[config.mk]
export PLATFORM = sky130hd
export DESIGN_NAME = id_issue_flat
export DESIGN_NICKNAME = d
export VERILOG_FILES = /design/src/rtl/id_issue_if.sv /design/src/rtl/id_issue.sv /design/src/flat_wrapper.sv
export SDC_FILE = /design/constraint.sdc
export NUM_CORES = 1
export LEC_CHECK = 0
export ABC_CLOCK_PERIOD_IN_PS = 2900
export CORE_AREA = 5 5 162 164
export DETAILED_ROUTE_END_ITERATION = 8
export DIE_AREA = 0 0 167 169
export PLACE_DENSITY = 0.82
export RECOVER_POWER = 100
export SYNTH_ARGS = -nofsm -noshare
export SYNTH_HDL_FRONTEND = slang
export SYNTH_SLANG_ARGS = --single-unit
[constraint.sdc]
create_clock -name clk -period 2.9 [get_ports clk]
set_input_delay 0.725 -clock clk [delete_from_list [all_inputs] [get_ports clk]]
set_output_delay 0.725 -clock clk [all_outputs]
set_load 0.02 [all_outputs]
[src/rtl/id_issue_if.sv]
// id_issue_if: the IF offer, register-file read, forwarding and ID/EX slot signals of id_issue.
// The slave modport is the issue stage itself; master is the surrounding pipeline.
interface id_issue_if #(
    parameter int XLEN = 32,
    parameter int NUM_FWD = 2,
    parameter int CNT_W = 32
);
    logic                    in_valid, in_ready;
    logic [XLEN-1:0]         in_pc;
    logic [31:0]             in_inst;
    logic [4:0]              rf_raddr1, rf_raddr2;
    logic [XLEN-1:0]         rf_rdata1, rf_rdata2;
    logic [NUM_FWD-1:0]      fwd_wreg, fwd_pending;
    logic [5*NUM_FWD-1:0]    fwd_wd;
    logic [XLEN*NUM_FWD-1:0] fwd_wdata;
    logic                    flush;
    logic                    out_valid, out_ready;
    logic [XLEN-1:0]         out_pc, out_rs1_val, out_rs2_val, out_imm;
    logic [6:0]              out_opcode, out_func7;
    logic [2:0]              out_func3;
    logic [4:0]              out_wd;
    logic                    out_wreg, out_illegal, stall_req;
    logic [CNT_W-1:0]        stall_cycles;

    modport slave (
        input  in_valid, in_pc, in_inst, rf_rdata1, rf_rdata2, fwd_wreg, fwd_wd, fwd_wdata,
               fwd_pending, flush, out_ready,
        output in_ready, rf_raddr1, rf_raddr2, out_valid, out_pc, out_rs1_val, out_rs2_val,
               out_imm, out_opcode, out_func3, out_func7, out_wd, out_wreg, out_illegal,
               stall_req, stall_cycles
    );

    modport master (
        output in_valid, in_pc, in_inst, rf_rdata1, rf_rdata2, fwd_wreg, fwd_wd, fwd_wdata,
               fwd_pending, flush, out_ready,
        input  in_ready, rf_raddr1, rf_raddr2, out_valid, out_pc, out_rs1_val, out_rs2_val,
               out_imm, out_opcode, out_func3, out_func7, out_wd, out_wreg, out_illegal,
               stall_req, stall_cycles
    );
endinterface

[src/rtl/id_issue.sv]
// id_issue: RV32I decode-and-issue stage with prioritised operand forwarding,
// load-use hazard detection and a registered ID/EX slot.
module id_issue #(
    parameter int XLEN = 32,
    parameter int NUM_FWD = 2,
    parameter int CNT_W = 32
) (
    input logic clk,
    input logic rst,
    id_issue_if.slave b
);
    logic [31:0]     inst;
    logic [6:0]      op;
    logic            is_lui, is_auipc, is_jal, is_jalr, is_br, is_ld, is_st, is_opi, is_op;
    logic            legal, use1, use2, wr, shift;
    logic [XLEN-1:0] imm, v1, v2;
    logic            hz1, hz2, hz;

    assign inst     = b.in_inst;
    assign op       = inst[6:0];
    assign is_lui   = op == 7'b0110111;
    assign is_auipc = op == 7'b0010111;
    assign is_jal   = op == 7'b1101111;
    assign is_jalr  = op == 7'b1100111;
    assign is_br    = op == 7'b1100011;
    assign is_ld    = op == 7'b0000011;
    assign is_st    = op == 7'b0100011;
    assign is_opi   = op == 7'b0010011;
    assign is_op    = op == 7'b0110011;
    assign legal    = is_lui | is_auipc | is_jal | is_jalr | is_br | is_ld | is_st | is_opi | is_op;
    assign use1     = is_jalr | is_br | is_ld | is_st | is_opi | is_op;
    assign use2     = is_br | is_st | is_op;
    assign wr       = (is_lui | is_auipc | is_jal | is_jalr | is_ld | is_opi | is_op) && inst[11:7] != 5'd0;
    // func3 001 (SLLI) and 101 (SRLI/SRAI) carry a shamt instead of an I immediate
    assign shift    = is_opi && inst[13:12] == 2'b01;

    assign b.rf_raddr1 = inst[19:15];
    assign b.rf_raddr2 = inst[24:20];

    always_comb
        imm = (is_lui | is_auipc) ? {{(XLEN-31){inst[31]}}, inst[30:12], 12'b0} :
              is_jal ? {{(XLEN-20){inst[31]}}, inst[19:12], inst[20], inst[30:21], 1'b0} :
              is_br ? {{(XLEN-12){inst[31]}}, inst[7], inst[30:25], inst[11:8], 1'b0} :
              is_st ? {{(XLEN-12){inst[31]}}, inst[31:25], inst[11:7]} :
              shift ? {{(XLEN-5){1'b0}}, inst[24:20]} :
              (is_jalr | is_ld | is_opi) ? {{(XLEN-12){inst[31]}}, inst[31:20]} : '0;

    // Walk oldest to youngest so the youngest matching channel overrides.
    always_comb begin
        hz1 = 1'b0;
        v1  = b.rf_rdata1;
        hz2 = 1'b0;
        v2  = b.rf_rdata2;
        for (int k = NUM_FWD - 1; k >= 0; k--) begin
            if (b.fwd_wreg[k] && b.fwd_wd[5*k +: 5] == inst[19:15]) begin
                hz1 = b.fwd_pending[k];
                v1  = b.fwd_wdata[XLEN*k +: XLEN];
            end
            if (b.fwd_wreg[k] && b.fwd_wd[5*k +: 5] == inst[24:20]) begin
                hz2 = b.fwd_pending[k];
                v2  = b.fwd_wdata[XLEN*k +: XLEN];
            end
        end
        if (!use1 || inst[19:15] == 5'd0) begin
            hz1 = 1'b0;
            v1  = '0;
        end
        if (!use2 || inst[24:20] == 5'd0) begin
            hz2 = 1'b0;
            v2  = '0;
        end
    end

    assign hz          = hz1 | hz2;
    assign b.in_ready  = !b.flush && !hz && (!b.out_valid || b.out_ready);
    assign b.stall_req = b.in_valid && hz && !b.flush;

    always_ff @(posedge clk or negedge rst)
        if (!rst) begin
            b.out_valid    <= 1'b0;
            b.out_pc       <= '0;
            b.out_rs1_val  <= '0;
            b.out_rs2_val  <= '0;
            b.out_imm      <= '0;
            b.out_opcode   <= '0;
            b.out_func3    <= '0;
            b.out_func7    <= '0;
            b.out_wd       <= '0;
            b.out_wreg     <= 1'b0;
            b.out_illegal  <= 1'b0;
            b.stall_cycles <= '0;
        end else begin
            if (b.flush)
                b.out_valid <= 1'b0;
            else if (b.in_valid && b.in_ready) begin
                b.out_valid   <= 1'b1;
                b.out_pc      <= b.in_pc;
                b.out_rs1_val <= v1;
                b.out_rs2_val <= v2;
                b.out_imm     <= imm;
                b.out_opcode  <= legal ? op : 7'd0;
                b.out_func3   <= inst[14:12];
                b.out_func7   <= inst[31:25];
                b.out_wd      <= inst[11:7];
                b.out_wreg    <= wr;
                b.out_illegal <= !legal;
            end else if (b.out_ready)
                b.out_valid <= 1'b0;
            if (b.stall_req && !(&b.stall_cycles))
                b.stall_cycles <= b.stall_cycles + CNT_W'(1);
        end
endmodule
[src/flat_wrapper.sv]
// flat-port wrapper written by rule: the top's interface ports become plain ports
module id_issue_flat 
#(
    parameter int XLEN = 32,
    parameter int NUM_FWD = 2,
    parameter int CNT_W = 32
)
  (clk, rst, b_in_valid, b_in_pc, b_in_inst, b_rf_rdata1, b_rf_rdata2, b_fwd_wreg, b_fwd_wd, b_fwd_wdata, b_fwd_pending, b_flush, b_out_ready, b_in_ready, b_rf_raddr1, b_rf_raddr2, b_out_valid, b_out_pc, b_out_rs1_val, b_out_rs2_val, b_out_imm, b_out_opcode, b_out_func3, b_out_func7, b_out_wd, b_out_wreg, b_out_illegal, b_stall_req, b_stall_cycles);
  id_issue_if #(.XLEN(XLEN), .NUM_FWD(NUM_FWD), .CNT_W(CNT_W)) b_i ();
  input logic clk;
  input logic rst;
  input wire logic [$bits(b_i.in_valid)-1:0] b_in_valid;
  input wire logic [$bits(b_i.in_pc)-1:0] b_in_pc;
  input wire logic [$bits(b_i.in_inst)-1:0] b_in_inst;
  input wire logic [$bits(b_i.rf_rdata1)-1:0] b_rf_rdata1;
  input wire logic [$bits(b_i.rf_rdata2)-1:0] b_rf_rdata2;
  input wire logic [$bits(b_i.fwd_wreg)-1:0] b_fwd_wreg;
  input wire logic [$bits(b_i.fwd_wd)-1:0] b_fwd_wd;
  input wire logic [$bits(b_i.fwd_wdata)-1:0] b_fwd_wdata;
  input wire logic [$bits(b_i.fwd_pending)-1:0] b_fwd_pending;
  input wire logic [$bits(b_i.flush)-1:0] b_flush;
  input wire logic [$bits(b_i.out_ready)-1:0] b_out_ready;
  output wire logic [$bits(b_i.in_ready)-1:0] b_in_ready;
  output wire logic [$bits(b_i.rf_raddr1)-1:0] b_rf_raddr1;
  output wire logic [$bits(b_i.rf_raddr2)-1:0] b_rf_raddr2;
  output wire logic [$bits(b_i.out_valid)-1:0] b_out_valid;
  output wire logic [$bits(b_i.out_pc)-1:0] b_out_pc;
  output wire logic [$bits(b_i.out_rs1_val)-1:0] b_out_rs1_val;
  output wire logic [$bits(b_i.out_rs2_val)-1:0] b_out_rs2_val;
  output wire logic [$bits(b_i.out_imm)-1:0] b_out_imm;
  output wire logic [$bits(b_i.out_opcode)-1:0] b_out_opcode;
  output wire logic [$bits(b_i.out_func3)-1:0] b_out_func3;
  output wire logic [$bits(b_i.out_func7)-1:0] b_out_func7;
  output wire logic [$bits(b_i.out_wd)-1:0] b_out_wd;
  output wire logic [$bits(b_i.out_wreg)-1:0] b_out_wreg;
  output wire logic [$bits(b_i.out_illegal)-1:0] b_out_illegal;
  output wire logic [$bits(b_i.stall_req)-1:0] b_stall_req;
  output wire logic [$bits(b_i.stall_cycles)-1:0] b_stall_cycles;
  assign b_i.in_valid = b_in_valid;
  assign b_i.in_pc = b_in_pc;
  assign b_i.in_inst = b_in_inst;
  assign b_i.rf_rdata1 = b_rf_rdata1;
  assign b_i.rf_rdata2 = b_rf_rdata2;
  assign b_i.fwd_wreg = b_fwd_wreg;
  assign b_i.fwd_wd = b_fwd_wd;
  assign b_i.fwd_wdata = b_fwd_wdata;
  assign b_i.fwd_pending = b_fwd_pending;
  assign b_i.flush = b_flush;
  assign b_i.out_ready = b_out_ready;
  assign b_in_ready = b_i.in_ready;
  assign b_rf_raddr1 = b_i.rf_raddr1;
  assign b_rf_raddr2 = b_i.rf_raddr2;
  assign b_out_valid = b_i.out_valid;
  assign b_out_pc = b_i.out_pc;
  assign b_out_rs1_val = b_i.out_rs1_val;
  assign b_out_rs2_val = b_i.out_rs2_val;
  assign b_out_imm = b_i.out_imm;
  assign b_out_opcode = b_i.out_opcode;
  assign b_out_func3 = b_i.out_func3;
  assign b_out_func7 = b_i.out_func7;
  assign b_out_wd = b_i.out_wd;
  assign b_out_wreg = b_i.out_wreg;
  assign b_out_illegal = b_i.out_illegal;
  assign b_stall_req = b_i.stall_req;
  assign b_stall_cycles = b_i.stall_cycles;
  id_issue #(.XLEN(XLEN), .NUM_FWD(NUM_FWD), .CNT_W(CNT_W)) u_core (.clk(clk), .rst(rst), .b(b_i));
endmodule
# ---- Word-level counts from Yosys, hierarchy flattened
# Cells that the tools add are included.
dict set report op_classes {
  bitwise 22
  eq_ne 14
  mux 22
  n_reduce_logical 28
  n_addsub 1
}
# cell n
set ops {}
lappend ops {{32-bit 2-to-1 mux} 12}
lappend ops {{32-bit by 1-bit adder with 32-bit output, second input constant} 1}
lappend ops {{32-bit AND reduction} 1}
lappend ops {{7-bit by 6-bit equality test with 1-bit output, second input constant} 3}
lappend ops {{7-bit equality test, second input constant} 3}
lappend ops {{1-bit OR} 21}
lappend ops {{5-bit equality test} 4}
lappend ops {{7-bit by 5-bit equality test with 1-bit output, second input constant} 2}
lappend ops {{1-bit logical AND} 12}
lappend ops {{5-bit zero test} 2}
lappend ops {{1-bit 2-to-1 mux} 9}
lappend ops {{7-bit by 2-bit equality test with 1-bit output, second input constant} 1}
lappend ops {{1-bit zero test} 7}
lappend ops {{7-bit 2-to-1 mux} 1}
lappend ops {{5-bit nonzero test} 1}
lappend ops {{1-bit logical OR} 3}
lappend ops {{3-bit nonzero test} 1}
lappend ops {{2-bit by 1-bit equality test with 1-bit output, second input constant} 1}
lappend ops {{2-bit AND reduction} 1}
lappend ops {{1-bit inverter} 1}
dict set report totals {
  wordCells 99
  register_bits 185
  in_bits 211
  out_inout_bits 197
}

# ---- Longest topological paths before layout
dict set report logic_depth {
  depth_word 16
  depth_mapped 11
  mapped_depth_nobuf 8
}

# ---- Least setup slack after synthesis
# Ideal clock, no wire load.
dict set report synth_path {
  kind {input port to output port}
  startpoint {input b_in_inst[20]}
  endpoint {output b_in_ready}
  cell_stages 6
  required_ns 2.175
  path_buffers 0
  t_arrival_ns 2.365
  slack_ns -0.190
  path_cell_list {xor2_1 nor4_1 nand3_1 mux2_2 a2bb2oi_1 nor3b_1}
}
dict set report synth_between {
  elab_chain_cells 9
  elab_cells_between_ends 13
}
# item line_no
set synth_rtl {}
lappend synth_rtl {{from (decl)} flat_wrapper.sv:14} ;# input wire logic [$bits(b_i.in_inst)-1:0] b_in_inst;
lappend synth_rtl {{5-bit equality test} id_issue.sv:59} ;# if (b.fwd_wreg[k] && b.fwd_wd[5*k +: 5] == inst[24:20]) begin
lappend synth_rtl {{1-bit logical AND} id_issue.sv:59}
lappend synth_rtl {{1-bit 2-to-1 mux (2 in a row)} id_issue.sv:59}
lappend synth_rtl {{1-bit 2-to-1 mux (*)} id_issue.sv:68} ;# if (!use2 || inst[24:20] == 5'd0) begin
lappend synth_rtl {{1-bit OR (*)} id_issue.sv:74} ;# assign hz = hz1 | hz2;
lappend synth_rtl {{1-bit zero test (*)} id_issue.sv:75} ;# assign b.in_ready = !b.flush && !hz && (!b.out_valid || b.out_ready);
lappend synth_rtl {{1-bit logical AND (*) (2 in a row)} id_issue.sv:75}
lappend synth_rtl {{to (decl)} flat_wrapper.sv:23} ;# output wire logic [$bits(b_i.in_ready)-1:0] b_in_ready;
# Mark *: on every way between the ends. The rest lies on a longest branch, timed or not.

# ---- Final worst setup path
dict set report layout_path {
  startpoint {input b_fwd_wd[2]}
  endpoint {output b_stall_req}
}
dict set report layout_between {
  elab_chain_cells 7
  elab_cells_between_ends 11
}
# item line_no
set layout_rtl {}
lappend layout_rtl {{from (decl)} flat_wrapper.sv:18} ;# input wire logic [$bits(b_i.fwd_wd)-1:0] b_fwd_wd;
lappend layout_rtl {{5-bit equality test, on equally long branches} {id_issue.sv:55, id_issue.sv:59}}
lappend layout_rtl {{1-bit logical AND, on equally long branches} {id_issue.sv:55, id_issue.sv:59}}
lappend layout_rtl {{1-bit 2-to-1 mux, on equally long branches} {id_issue.sv:55, id_issue.sv:59}}
lappend layout_rtl {{1-bit 2-to-1 mux, on equally long branches} {id_issue.sv:64, id_issue.sv:68}}
lappend layout_rtl {{1-bit OR (*)} id_issue.sv:74}
lappend layout_rtl {{1-bit logical AND (*) (2 in a row)} id_issue.sv:76} ;# assign b.stall_req = b.in_valid && hz && !b.flush;
lappend layout_rtl {{to (decl)} flat_wrapper.sv:37} ;# output wire logic [$bits(b_i.stall_req)-1:0] b_stall_req;
# Marks and branches as above.

==> results.json <==
{
  "status": "finished with violations",
  "violations": "max-capacitance violations, max-slew violations, negative setup slack",
  "via_count": 9890,
  "hold_viol_final": 0,
  "grt.overflow.total": 0,
  "slew_headroom_pct": -9.41,
  "antenna_found_initial": 0,
  "drc": 0,
  "synth_area_leaders": "dfrtp_1 (48%), nand2_1 (12%), mux2i_1 (6.8%)",
  "async_flop_share_pct": 100,
  "synth_top_area_cell": "dfrtp_1",
  "cts_made_buffers": 17,
  "startpoint_type": "primary input",
  "synth_area_per_cell_um2": 9.40,
  "maxCapViolations": 1,
  "ios": 408,
  "p_leak_nw": 7.50,
  "antennaDiodeCount": 0,
  "ys_seq_area_share_pct": 48.1,
  "swShare_pct": 30.0,
  "fmax_mhz": 317,
  "ant_nets": 0,
  "cts_root_buf": "clkbuf_16",
  "drtIter0Drc": 721,
  "die_h_um": 169,
  "critPathTopFamily": "buffers and inverters",
  "required_ps": 2170,
  "area_growth_pct": 64.9,
  "insertion_delay_ps": 420,
  "worst-path-max-fanout": 3,
  "synth.most_common_cell": "nand2_1",
  "clk_pin_slew_ps": 70,
  "irDropWorstVdd_mv": 0.318,
  "path_cells": "buf_8, xor2_1, nor4_1, buf_4, nand3_4, mux2i_4, a2bb2oi_2, buf_6, buf_4, nor2_4, buf_6",
  "synth-simple-area-share_pct": 19.9,
  "grt_max_degree": 66,
  "wire_per_inst_um": 20.6,
  "fin_crit_sh_pct": 109,
  "combPwrFrac_pct": 23.0,
  "synth_area_um2": 9630,
  "crit_slowest_cell": "nor4_1",
  "period_needed_ps": 3150,
  "grt_pass1_vias": 10200,
  "place_area_um2": 14600,
  "p_sw_w": 0.00200,
  "finalPower_w": 0.00665,
  "skew_ps": 6.04,
  "synthTopCellsByCount": "nand2_1 (300), dfrtp_1 (185), mux2i_1 (65), nor2_1 (65), a21o_1 (36)",
  "endpoint_kind": "output pin",
  "start_util_pct": 38.9,
  "synth_top_family_by_area": "simple AND/OR/NAND/NOR gates",
  "crit_type": "primary input to output pin",
  "cts_tree": "yes",
  "netlist_instances": 1024,
  "rsz0062_at_grt": "yes",
  "arrival_ps": 2420,
  "synth_seq_cells": 185,
  "drive_gt1_share_pct": 17.8,
  "htree_levels": 4,
  "slew_viol_final": 64,
  "post-place-ws_ps": -1130,
  "synthXorXnorAreaFrac_pct": 4.64,
  "synth_edf_count": 0,
  "power_density_nw_per_um2": 419,
  "nFillCells": 1948,
  "fp-row-count": 58,
  "max_slew.worst_pin.slew_ps": 1640,
  "grt_pass1_wl_um": 58000,
  "cts_sinks": 185,
  "p_int_w": 0.00465,
  "nets": 1719,
  "fp.dieW_um": 167,
  "dpl.hpwl_um": 26900,
  "portBuffers": 407,
  "holdBufCountCts": 0,
  "gp_congestion": 0.914,
  "ys_warn_count": 0,
  "seq_power_share_pct": 42.3,
  "synth_compound_area_share_pct": 15.2,
  "grt.total_usage_pct": 25.8,
  "core_area_um2": 24700,
  "min_path_type": "register to register",
  "fin_ws_ps": -250,
  "dieArea_um2": 28200,
  "synth_top_area_share_pct": 48.1,
  "cp_num_buf_inv": 5,
  "final_area_um2": 15900,
  "synth_adder_area_share_pct": 0.130,
  "cpPeakStageDelay_ps": 320,
  "setup_viol": 2,
  "synth_fp_nets": 1236,
  "vias_per_cell": 5.35,
  "cts_buffer_depth": 2,
  "clockPowerShare_pct": 34.7,
  "drtPass1Iterations": 6,
  "synth_cell_types": 50,
  "synthMuxAreaShare_pct": 7.25,
  "synth_top_flop_cell": "dfrtp_1",
  "wl_um": 38100
}
-- registers in the layout, summed over array words and instances (netlist names) --
signal / flops
u_core.b.out_illegal: 1
u_core.b.out_imm: 32
u_core.b.out_rs2_val: 32
u_core.b.out_valid: 1
u_core.b.out_func3: 3
u_core.b.out_rs1_val: 32
u_core.b.out_wreg: 1
u_core.b.out_pc: 32
u_core.b.out_wd: 5
u_core.b.stall_cycles: 32
u_core.b.out_func7: 7
u_core.b.out_opcode: 7
-- metal layers --
metal | part of all wire [%] | global-route usage [%]
met3 | 7.3 | 6.56
met4 | 3.7 | 11.1
met5 | 0 | 0
met2 | 50 | 43.2
met1 | 39 | 31.8
-- timing repair --
item                       4_1_cts  5_1_grt
setup endpoints to repair      186      130
buffers inserted                27       11
resized for setup              113       74
pin swaps                       22       21
gates cloned                     2        3
-- final timing paths --
check	from	end	slack, ps	cells past startpoint
setup / recovery	b_fwd_wd[2]	b_stall_req	-250	11
hold / removal	u_core.b.out_pc[0]$_DFFE_PN0P_	u_core.b.out_pc[0]$_DFFE_PN0P_	470	2
setup reg to reg	u_core.b.stall_cycles[7]$_DFFE_PN0P_	u_core.b.stall_cycles[1]$_DFFE_PN0P_	600	7
hold reg to reg	u_core.b.out_pc[0]$_DFFE_PN0P_	u_core.b.out_pc[0]$_DFFE_PN0P_	470	2
max in group asynchronous	rst	u_core.b.out_rs1_val[25]$_DFFE_PN0P_	420	2
min in group asynchronous	rst	u_core.b.stall_cycles[13]$_DFFE_PN0P_	720	1
-- placed cells by master (no fill, tap or decap), drive strengths merged, types with 4 or more instances in the layout --
cell | Yosys | layout
clkdlybuf4s50 | 0 | 379
nor3 | 16 | 16
nand4 | 13 | 13
o2111ai | 32 | 32
and3 | 5 | 5
dfrtp | 185 | 185
xor2 | 24 | 24
xnor2 | 27 | 27
a21o | 36 | 36
clkinv | 0 | 6
nand2 | 300 | 300
dlygate4sd2 | 0 | 4
nor2 | 65 | 65
a2111oi | 32 | 32
and2 | 4 | 4
clkbuf | 27 | 33
inv | 9 | 16
mux2i | 66 | 66
nor4 | 8 | 8
o21ai | 29 | 29
nand3 | 30 | 30
a221oi | 4 | 4
buf | 54 | 144
a21oi | 24 | 24
-- metrics by stage --
step                      cells  hold WS, ps  util [%]  TNS [ps]
after global placement     1776          453      58.8   -136060
after detailed placement   1776          459      58.8   -140630
final                      1850          474      64.1      -490
after global routing       1850          485      64.1     -4550
after floorplan            1024          429         -         0
after CTS                  1837          292      62.6      -420
-- tightest hold or removal path, cell delays in order, from the launching register on --
cell and delay [ps]:
dfrtp_1 340, nand2_1 50, nand2_1 50
-- kinds of logic after synthesis --
kind of cell             after synthesis
AND/OR/NAND/NOR                      455
XOR/XNOR                              51
multiplexers                          69
buffers and inverters                 90
AO/OA/AOI/OAI                        173
adder cells (fa/ha/maj)                1
flip-flops                           185
-- cell type report --
type / count / area [um^2] / share of cell area (%)
timing repair buffer: 545 / 5340 / 33.6
multi-input combinational: 749 / 4890 / 30.8
sequential: 185 / 4630 / 29.2
clock buffer: 18 / 439 / 2.77
tap: 330 / 413 / 2.60
clock inverter: 14 / 129 / 0.812
inverter: 9 / 33.8 / 0.213
-- power by group through the flow --
stage	clock network (W)	registers, W	logic, W
6_report	0.00231	0.00281	0.00153
5_1_grt	0.00249	0.00283	0.00163
4_1_cts	0.00236	0.00281	0.00146
3_5_place_dp	0	0.00285	0.00142
3_3_place_gp	0	0.00285	0.00140
2_1_floorplan	0	0.00303	0.000356
Power figures use the tool's default switching activity.
==> RTL change (same settings) <==
`CNT_W` is set to 32 in 3 places; all go to 36.
--- a/src/rtl/id_issue_if.sv
+++ b/src/rtl/id_issue_if.sv
@@ -4,5 +4,5 @@
     parameter int XLEN = 32,
     parameter int NUM_FWD = 2,
-    parameter int CNT_W = 32
+    parameter int CNT_W = 36
 );
     logic                    in_valid, in_ready;
--- a/src/rtl/id_issue.sv
+++ b/src/rtl/id_issue.sv
@@ -4,5 +4,5 @@
     parameter int XLEN = 32,
     parameter int NUM_FWD = 2,
-    parameter int CNT_W = 32
+    parameter int CNT_W = 36
 ) (
     input logic clk,
--- a/src/flat_wrapper.sv
+++ b/src/flat_wrapper.sv
@@ -4,5 +4,5 @@
     parameter int XLEN = 32,
     parameter int NUM_FWD = 2,
-    parameter int CNT_W = 32
+    parameter int CNT_W = 36
 )
   (clk, rst, b_in_valid, b_in_pc, b_in_inst, b_rf_rdata1, b_rf_rdata2, b_fwd_wreg, b_fwd_wd, b_fwd_wdata, b_fwd_pending, b_flush, b_out_ready, b_in_ready, b_rf_raddr1, b_rf_raddr2, b_out_valid, b_out_pc, b_out_rs1_val, b_out_rs2_val, b_out_imm, b_out_opcode, b_out_func3, b_out_func7, b_out_wd, b_out_wreg, b_out_illegal, b_stall_req, b_stall_cycles);
Interface: changed (resized b_stall_cycles); port bits go from 408 to 412. The function was not compared with the original's and may differ.
==> RTL change against the unedited design <==
  * The run still ends with max-capacitance violations, max-slew violations, negative setup slack left
  * Cell area decreased by 4.1%
  * Die area unchanged
  * Sequential share of layout area increased by 1.9 points
  * Total power decreased by 0.90%
  * Synthesized area decreased by 1.1%
  * Register-to-register slack got worse by 0.46 ns
  * Synthesized cell count decreased by 8.4%
  * Core utilization decreased by 2.6 points
  * Sequential cell count increased by 4
  * Wire length decreased by 9.5%
  * First-iteration DRC count decreased by 0.55%
  * Setup slack improved by 0.21 ns
  * Clock skew increased by 0.012 ns
  * Largest cell class unchanged
==> RTL change: results (changes against the unedited design) <==
Run status
The checks that failed: max-capacitance violations, max-slew violations, negative setup slack. The run finished, with violations left.

Power and ir drop
The reported leakage power is 7.06 nW (-5.9%). The total internal power is 4.65 mW (about the same). The net switching fraction of the power is 29.3% (-0.68 points).

Global route
The fraction of met3 tracks used by global routing is 5.42% (-1.1 points). The wire length of the first global-routing pass is 53.0 mm (-8.7%). The global routing usage summed across all routing layers came to 23.6% (-2.2 points).

The number of antenna violations at the first check in global routing is 2 (+2). The via count of the first global-routing pass is 9445 (-7.2%). The met1 track demand over resource was 29.4% (-2.4 points).

Detailed routing
The wire length after detailed routing came to 34.5 mm (-9.5%). The number of vias in the routed layout was 9200 (-7.0%). The length of routed wiring on met1 is 13.7 mm (-8.3%). Routed signal wires occupy layers up through met5. The via density per instance was 5.27 (-1.4%).

The length of the first detailed-routing pass in iterations is 5 (-1).

Worst setup path
The endpoint of the most critical register-to-register path is u_core.b.stall_cycles[3]$_DFFE_PN0P_. The critical path starts at b_in_inst[24]. The number of cell instances on the worst register-to-register path is 8 (+1). In this run the worst setup path terminates at b_in_ready. The critical path arrival is 2.21 ns (-0.21 ns). The maximum net fanout on the critical path is 4 (+1). On the critical path the largest part of the delay comes from simple AND/OR/NAND/NOR gates.

Clock network
The count of cells resized by post-cts repair is 100 (-12%). The count of buffers added by post-CTS timing repair for setup is 4 (-85%).

Layout
The count of filler cells inserted in the layout is 2060 (+5.7%). The number of nets in the layout came to 1614 (-6.1%). The share of layout cells above drive strength 1 is 15.6% (-2.1 points).

Logic synthesis
The synthesized-area fraction occupied by ao, oa, aoi and oai cells is 14.8% (-0.34 points). The synthesized-area fraction occupied by adder cells is 0.131% (+0.0015 points). The number of nets in the synthesized netlist came to 1150 (-7.0%).

The xor and xnor fraction of the mapped netlist area is 5.06% (+0.42 points). The portion of netlist area occupied by mux cells is 12.4% (+5.1 points). The part of the Yosys area used for sequential elements is 49.7% (+1.6 points).

The count of distinct cell types in the synthesized netlist is 49 (-2.0%).

Placed design
The total placed cells including tap cells is 1709 (-3.8%). The pre-CTS setup slack is -1.12 ns (+0.0103 ns). The final weighted congestion of routability-driven global placement was 0.907 (-0.71%). The quantity of I/O buffers inserted on ports is 411 (+0.98%).

Timing
The total of endpoints with negative setup slack in the final report is 18 (+16). The final-layout setup total negative slack is -0.216 ns (+0.274 ns). The transition time of the tightest slew-check pin is 1.58 ns (-0.0581 ns). The worst-case hold slack is 0.471 ns (-0.00281 ns). The setup slack of the critical path after layout came to -0.0365 ns (+0.213 ns).

The final count of pins violating max slew is 62 (-3.1%).

Hold path
The beginning of the worst hold path is u_core.b.out_rs2_val[5]$_DFFE_PN0P_.

Flow run
The max-cap check violation count is 1 (unchanged).
## RTL change: changes by cell type in the layout (fill, tap and decap cells not counted), sizes merged, moves of 11 or more
cell / before / now
buf: 144 / 95
clkbuf: 33 / 48
clkdlybuf4s50: 379 / 181
dlygate4sd3: 0 / 199
mux2: 3 / 47
nand2: 300 / 140
nand3: 30 / 19
o2111ai: 32 / 0
o21ai: 29 / 75
o31ai: 2 / 33
## RTL change: layout make-up
type / instances / area, sq um / share of cell area (%)
diodes: 1 / 2.50 / 0.0164
clock buffers: 18 / 429 / 2.82
clock inverters: 14 / 148 / 0.970
inverters: 3 / 11.3 / 0.0740
multi-input cells: 670 / 4580 / 30.1
flip-flops and latches: 189 / 4730 / 31.1
well taps: 330 / 413 / 2.71
repair buffers: 521 / 4910 / 32.3
